--- src/rtl/regfile_wb_pkg.sv ---
// Shared types and widths for the register-file writeback arbiter.
package regfile_wb_pkg;

  localparam int unsigned REG_ADDR_W = 5;
  localparam int unsigned DATA_W     = 32;

  typedef enum logic [1:0] {
    WB_EMPTY,
    WB_FULL,
    WB_STALLED
  } wb_state_e;

  typedef struct packed {
    logic [REG_ADDR_W-1:0] rd;
    logic [DATA_W-1:0]     data;
    logic                  byte_op;
  } wb_slot_t;

  // Value a reader would see after the register file applies the byte zero-extension.
  function automatic logic [DATA_W-1:0] wb_visible_value(input wb_slot_t s);
    return s.byte_op ? {{(DATA_W-8){1'b0}}, s.data[7:0]} : s.data;
  endfunction

endpackage

--- src/rtl/regfile_wb_arbiter_rr_grant.sv ---
// Rotating-priority encoder: first valid requester at or above the pointer (wrapping) wins.
module rr_grant #(
  parameter int unsigned N  = 3,
  parameter int unsigned PW = 2
) (
  input  logic [N-1:0]  i_valid,
  input  logic [PW-1:0] i_ptr,
  input  logic          i_en,
  output logic [N-1:0]  o_grant
);

  logic          w_found;
  logic [PW-1:0] w_idx;

  always_comb begin
    o_grant = '0;
    w_found = 1'b0;
    w_idx   = '0;
    if (i_en) begin
      for (int unsigned i = 0; i < N; i++) begin
        w_idx = PW'((32'(i_ptr) + i) % N);
        if (!w_found && i_valid[w_idx]) begin
          o_grant[w_idx] = 1'b1;
          w_found        = 1'b1;
        end
      end
    end
  end

endmodule

--- src/rtl/regfile_wb_arbiter.sv ---
// Round-robin arbiter feeding the register file's single write port through a one-entry slot.
// Optional macro WB_FWD_EN adds a two-port bypass from the pending write to the read paths.
module regfile_wb_arbiter
  import regfile_wb_pkg::*;
#(
  parameter int unsigned NUM_REQ = 3,
  parameter int unsigned CNT_W   = 16
) (
  input  logic                          clk,
  input  logic                          rst_n,
  input  logic [NUM_REQ-1:0]            req_valid,
  output logic [NUM_REQ-1:0]            req_ready,
  input  logic [NUM_REQ*REG_ADDR_W-1:0] req_reg,
  input  logic [NUM_REQ*DATA_W-1:0]     req_data,
  input  logic [NUM_REQ-1:0]            req_byte,
  input  logic                          wb_stall,
  output logic                          regWrite,
  output logic [REG_ADDR_W-1:0]         write_reg,
  output logic [DATA_W-1:0]             write_data,
  output logic                          byteOperations,
  output logic [CNT_W-1:0]              conflict_cnt
`ifdef WB_FWD_EN
  ,
  input  logic [REG_ADDR_W-1:0]         fwd_reg1,
  input  logic [REG_ADDR_W-1:0]         fwd_reg2,
  input  logic [DATA_W-1:0]             rf_data1,
  input  logic [DATA_W-1:0]             rf_data2,
  output logic [DATA_W-1:0]             fwd_data1,
  output logic [DATA_W-1:0]             fwd_data2
`endif
);

  localparam int unsigned PW = (NUM_REQ > 1) ? $clog2(NUM_REQ) : 1;

  wb_state_e        r_state, w_state_nxt;
  logic [PW-1:0]    r_ptr, w_ptr_nxt;
  wb_slot_t         r_slot;
  logic [CNT_W-1:0] r_cnt;

  logic [NUM_REQ-1:0] w_grant;
  wb_slot_t           w_sel;
  logic [PW-1:0]      w_win;
  logic               w_can_accept;
  logic               w_xfer;
  logic               w_load;
  logic               w_conflict;

  assign w_can_accept = rst_n &&
                        ((r_state == WB_EMPTY) || (r_state == WB_FULL && !wb_stall));

  rr_grant #(
    .N  (NUM_REQ),
    .PW (PW)
  ) u_rr_grant (
    .i_valid (req_valid),
    .i_ptr   (r_ptr),
    .i_en    (w_can_accept),
    .o_grant (w_grant)
  );

  assign req_ready = w_grant;

  always_comb begin
    w_sel = '0;
    w_win = '0;
    for (int unsigned i = 0; i < NUM_REQ; i++) begin
      if (w_grant[i]) begin
        w_sel.rd      = req_reg[REG_ADDR_W*i +: REG_ADDR_W];
        w_sel.data    = req_data[DATA_W*i +: DATA_W];
        w_sel.byte_op = req_byte[i];
        w_win         = PW'(i);
      end
    end
  end

  assign w_xfer     = |(req_valid & w_grant);
  // Writes to register 0 are consumed for fairness but never reach the slot.
  assign w_load     = w_xfer && (w_sel.rd != '0);
  assign w_conflict = ($countones(req_valid) > 1);

  always_comb begin
    w_ptr_nxt = r_ptr;
    if (w_xfer) begin
      w_ptr_nxt = (w_win == PW'(NUM_REQ-1)) ? '0 : w_win + 1'b1;
    end
  end

  always_comb begin
    w_state_nxt = r_state;
    unique case (r_state)
      WB_EMPTY:   if (w_load) w_state_nxt = WB_FULL;
      WB_FULL: begin
        if (wb_stall)    w_state_nxt = WB_STALLED;
        else if (w_load) w_state_nxt = WB_FULL;
        else             w_state_nxt = WB_EMPTY;
      end
      // The held write retires in the cycle the stall drops; grants resume after.
      WB_STALLED: if (!wb_stall) w_state_nxt = WB_EMPTY;
      default:    w_state_nxt = WB_EMPTY;
    endcase
  end

  always_ff @(posedge clk or negedge rst_n) begin
    if (!rst_n) begin
      r_state <= WB_EMPTY;
      r_ptr   <= '0;
      r_slot  <= '0;
      r_cnt   <= '0;
    end else begin
      r_state <= w_state_nxt;
      r_ptr   <= w_ptr_nxt;
      if (w_load) r_slot <= w_sel;
      if (w_conflict && (r_cnt != '1)) r_cnt <= r_cnt + 1'b1;
    end
  end

  assign regWrite       = (r_state != WB_EMPTY);
  assign write_reg      = r_slot.rd;
  assign write_data     = r_slot.data;
  assign byteOperations = r_slot.byte_op;
  assign conflict_cnt   = r_cnt;

`ifdef WB_FWD_EN
  assign fwd_data1 = (regWrite && write_reg == fwd_reg1 && fwd_reg1 != '0) ?
                     wb_visible_value(r_slot) : rf_data1;
  assign fwd_data2 = (regWrite && write_reg == fwd_reg2 && fwd_reg2 != '0) ?
                     wb_visible_value(r_slot) : rf_data2;
`endif

endmodule

--- config.mk ---
export PLATFORM = sky130hd
export DESIGN_NAME = regfile_wb_arbiter
export DESIGN_NICKNAME = d
export VERILOG_FILES = /design/src/rtl/regfile_wb_pkg.sv /design/src/rtl/regfile_wb_arbiter_rr_grant.sv /design/src/rtl/regfile_wb_arbiter.sv
export SDC_FILE = /design/constraint.sdc
export NUM_CORES = 1
export LEC_CHECK = 0
export ABC_AREA = 1
export ABC_CLOCK_PERIOD_IN_PS = 2800
export CAP_MARGIN = 20
export CORE_UTILIZATION = 37
export CTS_CLUSTER_DIAMETER = 100
export DETAILED_ROUTE_END_ITERATION = 16
export GPL_TIMING_DRIVEN = 0
export PLACE_DENSITY = 0.77
export SLEW_MARGIN = 20
export SYNTH_ARGS = -nofsm -noshare
export SYNTH_HDL_FRONTEND = slang
export SYNTH_HIERARCHICAL = 1
export SYNTH_SLANG_ARGS = --single-unit
--- constraint.sdc ---
create_clock -name clk -period 2.8 [get_ports clk]
set_input_delay 0.84 -clock clk [delete_from_list [all_inputs] [get_ports clk]]
set_output_delay 0.84 -clock clk [all_outputs]
set_load 0.1 [all_outputs]
==> out/results.txt, run 1 <==
Period minus WS final - 2895 ps
top_reg_cell synth - dfrtp_1
Placed Instances - 861
CTS buffer count - 9
final instance area - 6334 um^2
Synth area leader - dfrtp_1
Post-synth EDFFs - 0
VDD IR max - 616.2 uV
initial antenna violation count - 0
Reg2Reg Depth - 20
Synth Register Bits - 58
Area after DPL - 5719 um^2
asr flop ratio synth - 1.000
Max Root-Sink Buffers - 2
H-tree levels - 3
Gate Count Post-Synth - 550
number of synthesis warnings - 6
CP Data Arrival Time - 2050 ps
max FFs per register - 32
CTS sink cnt - 58
Final HPWL DP - 9407 um
Final Hold Viols - 0
Worst-Margin Slew - 1015 ps
drt drc - 0
Routed Antenna Nets - 0
clock slew at the register clock pins of the worst setup and hold paths - 70 ps
All-Layer GR Usage - 0.2392
syn avg cell area - 6.720 um^2
Crit Path Class - register to primary output
layout cells sized above 1 - 0.1430
setup ws final - -94.66 ps
DRT iter0 DRCs - 146
Rel. slew slack - 0.3209
Crit path required time - 1960 ps
unrepaired setup endpoints after global routing - true
R2R setup slack - 0 ps
syn nets - 676
root buffer selected by CTS - clkbuf_8
vias per inst - 5.044
top cell type's share of synthesized area - 0.3927
Setup crit start kind - register
power density over the cells - 1211 nW/um^2
area delta synth->final - 71.36%
DIE AREA - 10390 um^2
pre-CTS setup slack - -1662 ps
final slew viol count - 0
Skew-Pair Late Insertion Delay - 330 ps
leakage - 3.064 nW
final worst path period share - 1.034
Hold WC Path Type - input pin to async pin
max cap viols - 0
Die Wd - 101.9 um
final net count - 890
CP endpoint - req_ready[2]
Cell Rows - 36
wire per inst - 14.19 um
CP Capture Type - primary output
largest net degree at the start of global routing - 30
RR Endpoint - write_data[18]
R2R Path Start - r_ptr[1]
Area contributors post-synth - dfrtp_1, nand2_1, nand3_1
Post-Route WL - 12800 um
Port Buf Inserts - 177
FMAX - 345.5 MHz
vias in the first global route - 4290
Post-Syn Area - 3696 um^2
Synth top cells by count - nand2_1, nand3_1, dfrtp_1
Core Area - 9729 um^2
Seq/Total Area, Yosys - 0.3927
failing checks - negative setup slack
routed via count - 4550
Inserted Diodes - 0
status - complete, but fails checks
Worst Path Max Fanout - 7
crit path launch - r_ptr[1]
height of the die - 101.9 um
Ports - 178
Congestion Overflow GR - 0
CTS tree - yes
initial core utilization - 0.3799
Clock Skew - 10.35 ps
First-pass DRT Iterations - 4
Yosys cell types - 28
GP Congestion - 0.8625
Final Setup Violations - 5
global-route wire length before repair - 19360 um
count leader, synth - nand2_1
number of fill cells in the layout - 879
cts hold-fix bufs - 0
fin cells - 902
## cells in the final DEF, fill, tap and decap left out, types with 3 or more instances in the layout
cell and count:
nand2_1 214, clkdlybuf4s50_1 162, nand3_1 124, dfrtp_1 57, buf_4 26, inv_1 23
nor2_1 21, clkbuf_1 11, nand2_2 10, o21ai_0 9, clkbuf_8 9, buf_6 8
nand3_2 7, xor2_1 7, nor2_2 5, dlymetal6s2s_1 5, inv_2 4, nor3_1 4
buf_2 4, nand3b_1 4, ha_1 4, clkinv_2 4, inv_4 3, clkbuf_2 3
o21ai_1 3, dlygate4sd2_1 3, buf_12 3, nand2_4 3
## worst max-delay path, stage by stage (launching register included)
cell,delay (ps)
dfrtp_2,450
inv_2,90
ha_4,200
nand2_1,110
nand3_4,110
nand2_4,90
nand3b_1,90
nand3_1,80
nand2_2,90
clkinvlp_4,180
buf_12,220
## worst min path at each step
stage	startpoint	end	slack [ps]	depth (start not counted)
2_1_floorplan	r_state[0]	r_state[1]	420	1
3_3_place_gp	r_state[0]	r_state[1]	430	1
3_5_place_dp	r_state[0]	r_state[1]	440	1
4_1_cts	rst_n	write_data[9]	350	1
5_1_grt	rst_n	write_data[17]	350	1
6_report	rst_n	conflict_cnt[13]	350	1
## logic make-up (layout without fill, tap and decap cells)
family                   Yosys count  after routing  share of synthesized area
multiplexers                       1              1                   0.003046
adder cells (fa/ha/maj)            6              6                    0.02031
buffers and inverters             61            280                    0.07244
flip-flops                        58             58                     0.3927
XOR/XNOR                           8              8                    0.01896
AO/OA/AOI/OAI                     17             17                    0.02471
AND/OR/NAND/NOR                  399            399                     0.4678
## metrics by stage
stage	TNS [ps]	total power [mW]	util	hold WS, ps
final	-201.1	7.670	0.6510	351.8
after floorplan	-9003	4.853	-	419.5
after global routing	-5218	8.105	0.6510	354.4
after detailed placement	-40430	6.153	0.5878	442.9
after global placement	-164020	6.060	0.5860	432.1
after CTS	-126.3	7.367	0.6364	349.6
## power breakdown
group	switching, mW	internal (mW)
Sequential	0.163	1.05
Clock	0.346	0.405
Combinational	3.80	1.90
## repair_timing
item,4_1_cts,5_1_grt
setup endpoints to repair,46,48
setup buffers,19,4
cloned,1,1
gates resized for setup,68,40
pin swaps,10,9
## layer usage
metal  vias to the layer above  track usage  wire, um
met1                      2124       0.2785      5156
met2                       186       0.4215      6481
li1                       2208            -         -
met3                        32      0.05198       800
met4                         0       0.1088       360
met5                         -            0         0
## layout make-up
cell class | instances | area, um^2 | share of cell area
multi-input combinational | 431 | 2127 | 0.3358
timing repair buffer | 203 | 2068 | 0.3266
sequential | 58 | 1453 | 0.2294
buffer | 29 | 190.2 | 0.03003
tap | 133 | 166.4 | 0.02627
inverter | 32 | 143.9 | 0.02272
clock buffer | 10 | 127.6 | 0.02015
clock inverter | 6 | 57.56 | 0.009087
Power figures use the tool's default switching activity.
==> run 2: changes to the inputs <==
--- a/config.mk
+++ b/config.mk
@@ -13,7 +13,7 @@
 export DETAILED_ROUTE_END_ITERATION = 16
 export GPL_TIMING_DRIVEN = 0
 export PLACE_DENSITY = 0.77
-export SLEW_MARGIN = 20
+export SLEW_MARGIN = 10
 export SYNTH_ARGS = -nofsm -noshare
 export SYNTH_HDL_FRONTEND = slang
 export SYNTH_HIERARCHICAL = 1
==> run 2 against run 1 <==
The run still ends with negative setup slack left; power rose by 5.5%; fmax increased by 0.72%; core utilization increased by 0.63 points; die area is the same; register-to-register slack worse by 40 ps; non-clock buffer count rose by 1; combinational power grew 7.4%; sequential share of layout area fell by 0.22 points; routed wire length fell by 1.5%; clock power about the same; global-route usage down 1.0 points; clock skew about the same; largest cell class unchanged.
==> out/results.txt, run 2 (synthesis gave the netlist of run 1 again) <==
R2R Path Start - r_ptr[1]
initial core utilization - 0.3799
final worst path period share - 1.026
area delta synth->final - 73.02%
CTS sink cnt - 58
unrepaired setup endpoints after global routing - true
CTS buffer count - 9
Crit Path Class - register to primary output
Core Area - 9729 um^2
root buffer selected by CTS - clkbuf_8
PnR Total Power - 8.089 mW
max FFs per register - 32
clock slew at the register clock pins of the worst setup and hold paths - 70 ps
Period minus WS final - 2874 ps
most common cell after layout, fill and taps aside - nand2_1
routed via count - 4566
height of the die - 101.9 um
All-Layer GR Usage - 0.2290
initial antenna violation count - 0
First-pass DRT Iterations - 4
RR Endpoint - write_data[19]
CP Capture Type - primary output
Port Buf Inserts - 177
Area after DPL - 5699 um^2
drt drc - 0
layout cells sized above 1 - 0.1662
Worst-Margin Slew - 1011 ps
Clock Skew - 10.03 ps
Max Root-Sink Buffers - 2
Routed Antenna Nets - 0
max cap viols - 0
Rel. slew slack - 0.3238
Skew-Pair Late Insertion Delay - 330 ps
Cell Rows - 36
Crit path required time - 1960 ps
VDD IR max - 744.9 uV
H-tree levels - 3
Worst Path Max Fanout - 7
commonest cells after routing, fill and taps aside - nand2_1, clkdlybuf4s50_1, nand3_1, dfrtp_1, buf_4
CTS tree - yes
pre-CTS setup slack - -1652 ps
final slew viol count - 0
Post-Route WL - 12600 um
Inserted Diodes - 0
R2R setup slack - -40 ps
Setup crit start kind - register
Hold WC Path Type - input pin to async pin
critical path's slowest cell - dfrtp_2
final instance area - 6395 um^2
vias per inst - 5.056
CP peak stage delay - 450 ps
critical-path cell list - inv_2 -> ha_4 -> nand2_2 -> nand3_4 -> nand2_4 -> nand3b_1 -> nand3_2 -> nand2_2 -> clkinvlp_4 -> buf_12
setup total negative slack - -323.2 ps
Final Hold Viols - 0
Reg2Reg Depth - 23
failing checks - negative setup slack
power density over the cells - 1265 nW/um^2
most frequent cell on the critical path - nand2_2
leakage - 3.047 nW
Die Wd - 101.9 um
Final Setup Violations - 15
DIE AREA - 10390 um^2
Ports - 178
FMAX - 347.9 MHz
DRT iter0 DRCs - 207
status - complete, but fails checks
setup ws final - -74.05 ps
Final HPWL DP - 9187 um
largest net degree at the start of global routing - 60
final net count - 891
vias in the first global route - 4055
GP Congestion - 0.8625
global-route wire length before repair - 18640 um
Congestion Overflow GR - 0
wire per inst - 13.96 um
CP Data Arrival Time - 2030 ps
[run 2: cell count changes in the layout (fill, tap and decap cells not counted), sizes merged]
cell / before / now
clkbuf: 25 / 23
bufbuf: 1 / 0
buf: 46 / 50
dlymetal6s2s: 5 / 4
clkdlybuf4s50: 162 / 163
[run 2: what timing repair did]
action	CTS	global route
cloned	0	3
endpoints found under the setup margin	46	47
pin swaps	9	16
hold buffers	0	0
gates resized for setup	63	69
setup buffers	10	15
[run 2: worst max-delay path by stage]
stage / from / to / slack (ps) / cells past startpoint
floorplan: req_valid[2] / write_data[12] / -270 / 18
global placement: rst_n / req_ready[1] / -3200 / 6
detailed placement: req_valid[2] / req_ready[1] / -1650 / 8
CTS: r_ptr[1] / req_ready[1] / -70 / 8
global route: r_ptr[1] / req_ready[2] / -180 / 10
finish: r_ptr[1] / req_ready[2] / -70 / 10
[run 2: layer usage]
layer	wire length (um)	vias up	GRT usage
met2	6506	172	0.4111
li1	-	2207	-
met1	5061	2158	0.2641
met5	0	-	0
met4	319	0	0.08681
met3	716	29	0.05472
[run 2: final cells by class]
cell class	instances	area [um^2]
well taps	133	166.4
multi-input cells	431	2192
plain buffers	28	200.2
clock buffers	10	127.6
repair buffers	205	2052
inverters	32	146.4
clock inverters	6	57.56
flip-flops and latches	58	1453
fillers	835	3334
[run 2: critical path, delay by kind of cell, from the launching register on]
family                     cells  cell delay, ps
and+or+nand+nor                6             560
adders and majority gates      1             190
buffers and inverters          3             490
DFF                            1             450
[run 2: per-stage QoR]
step / std cells / utilization / hold slack, ps
6_report: 903 / 0.6573 / 379.1
5_1_grt: 903 / 0.6573 / 387.4
2_1_floorplan: 550 / - / 419.5
4_1_cts: 886 / 0.6213 / 381.3
3_3_place_gp: 860 / 0.5860 / 432.1
3_5_place_dp: 860 / 0.5858 / 442.9
[run 2: report_power, final]
| part | switching [mW] | total (mW) | internal, mW |
|---|---|---|---|
| logic | 3.97 | 6.12 | 2.15 |
| registers | 0.166 | 1.22 | 1.05 |
| clock network | 0.347 | 0.752 | 0.405 |
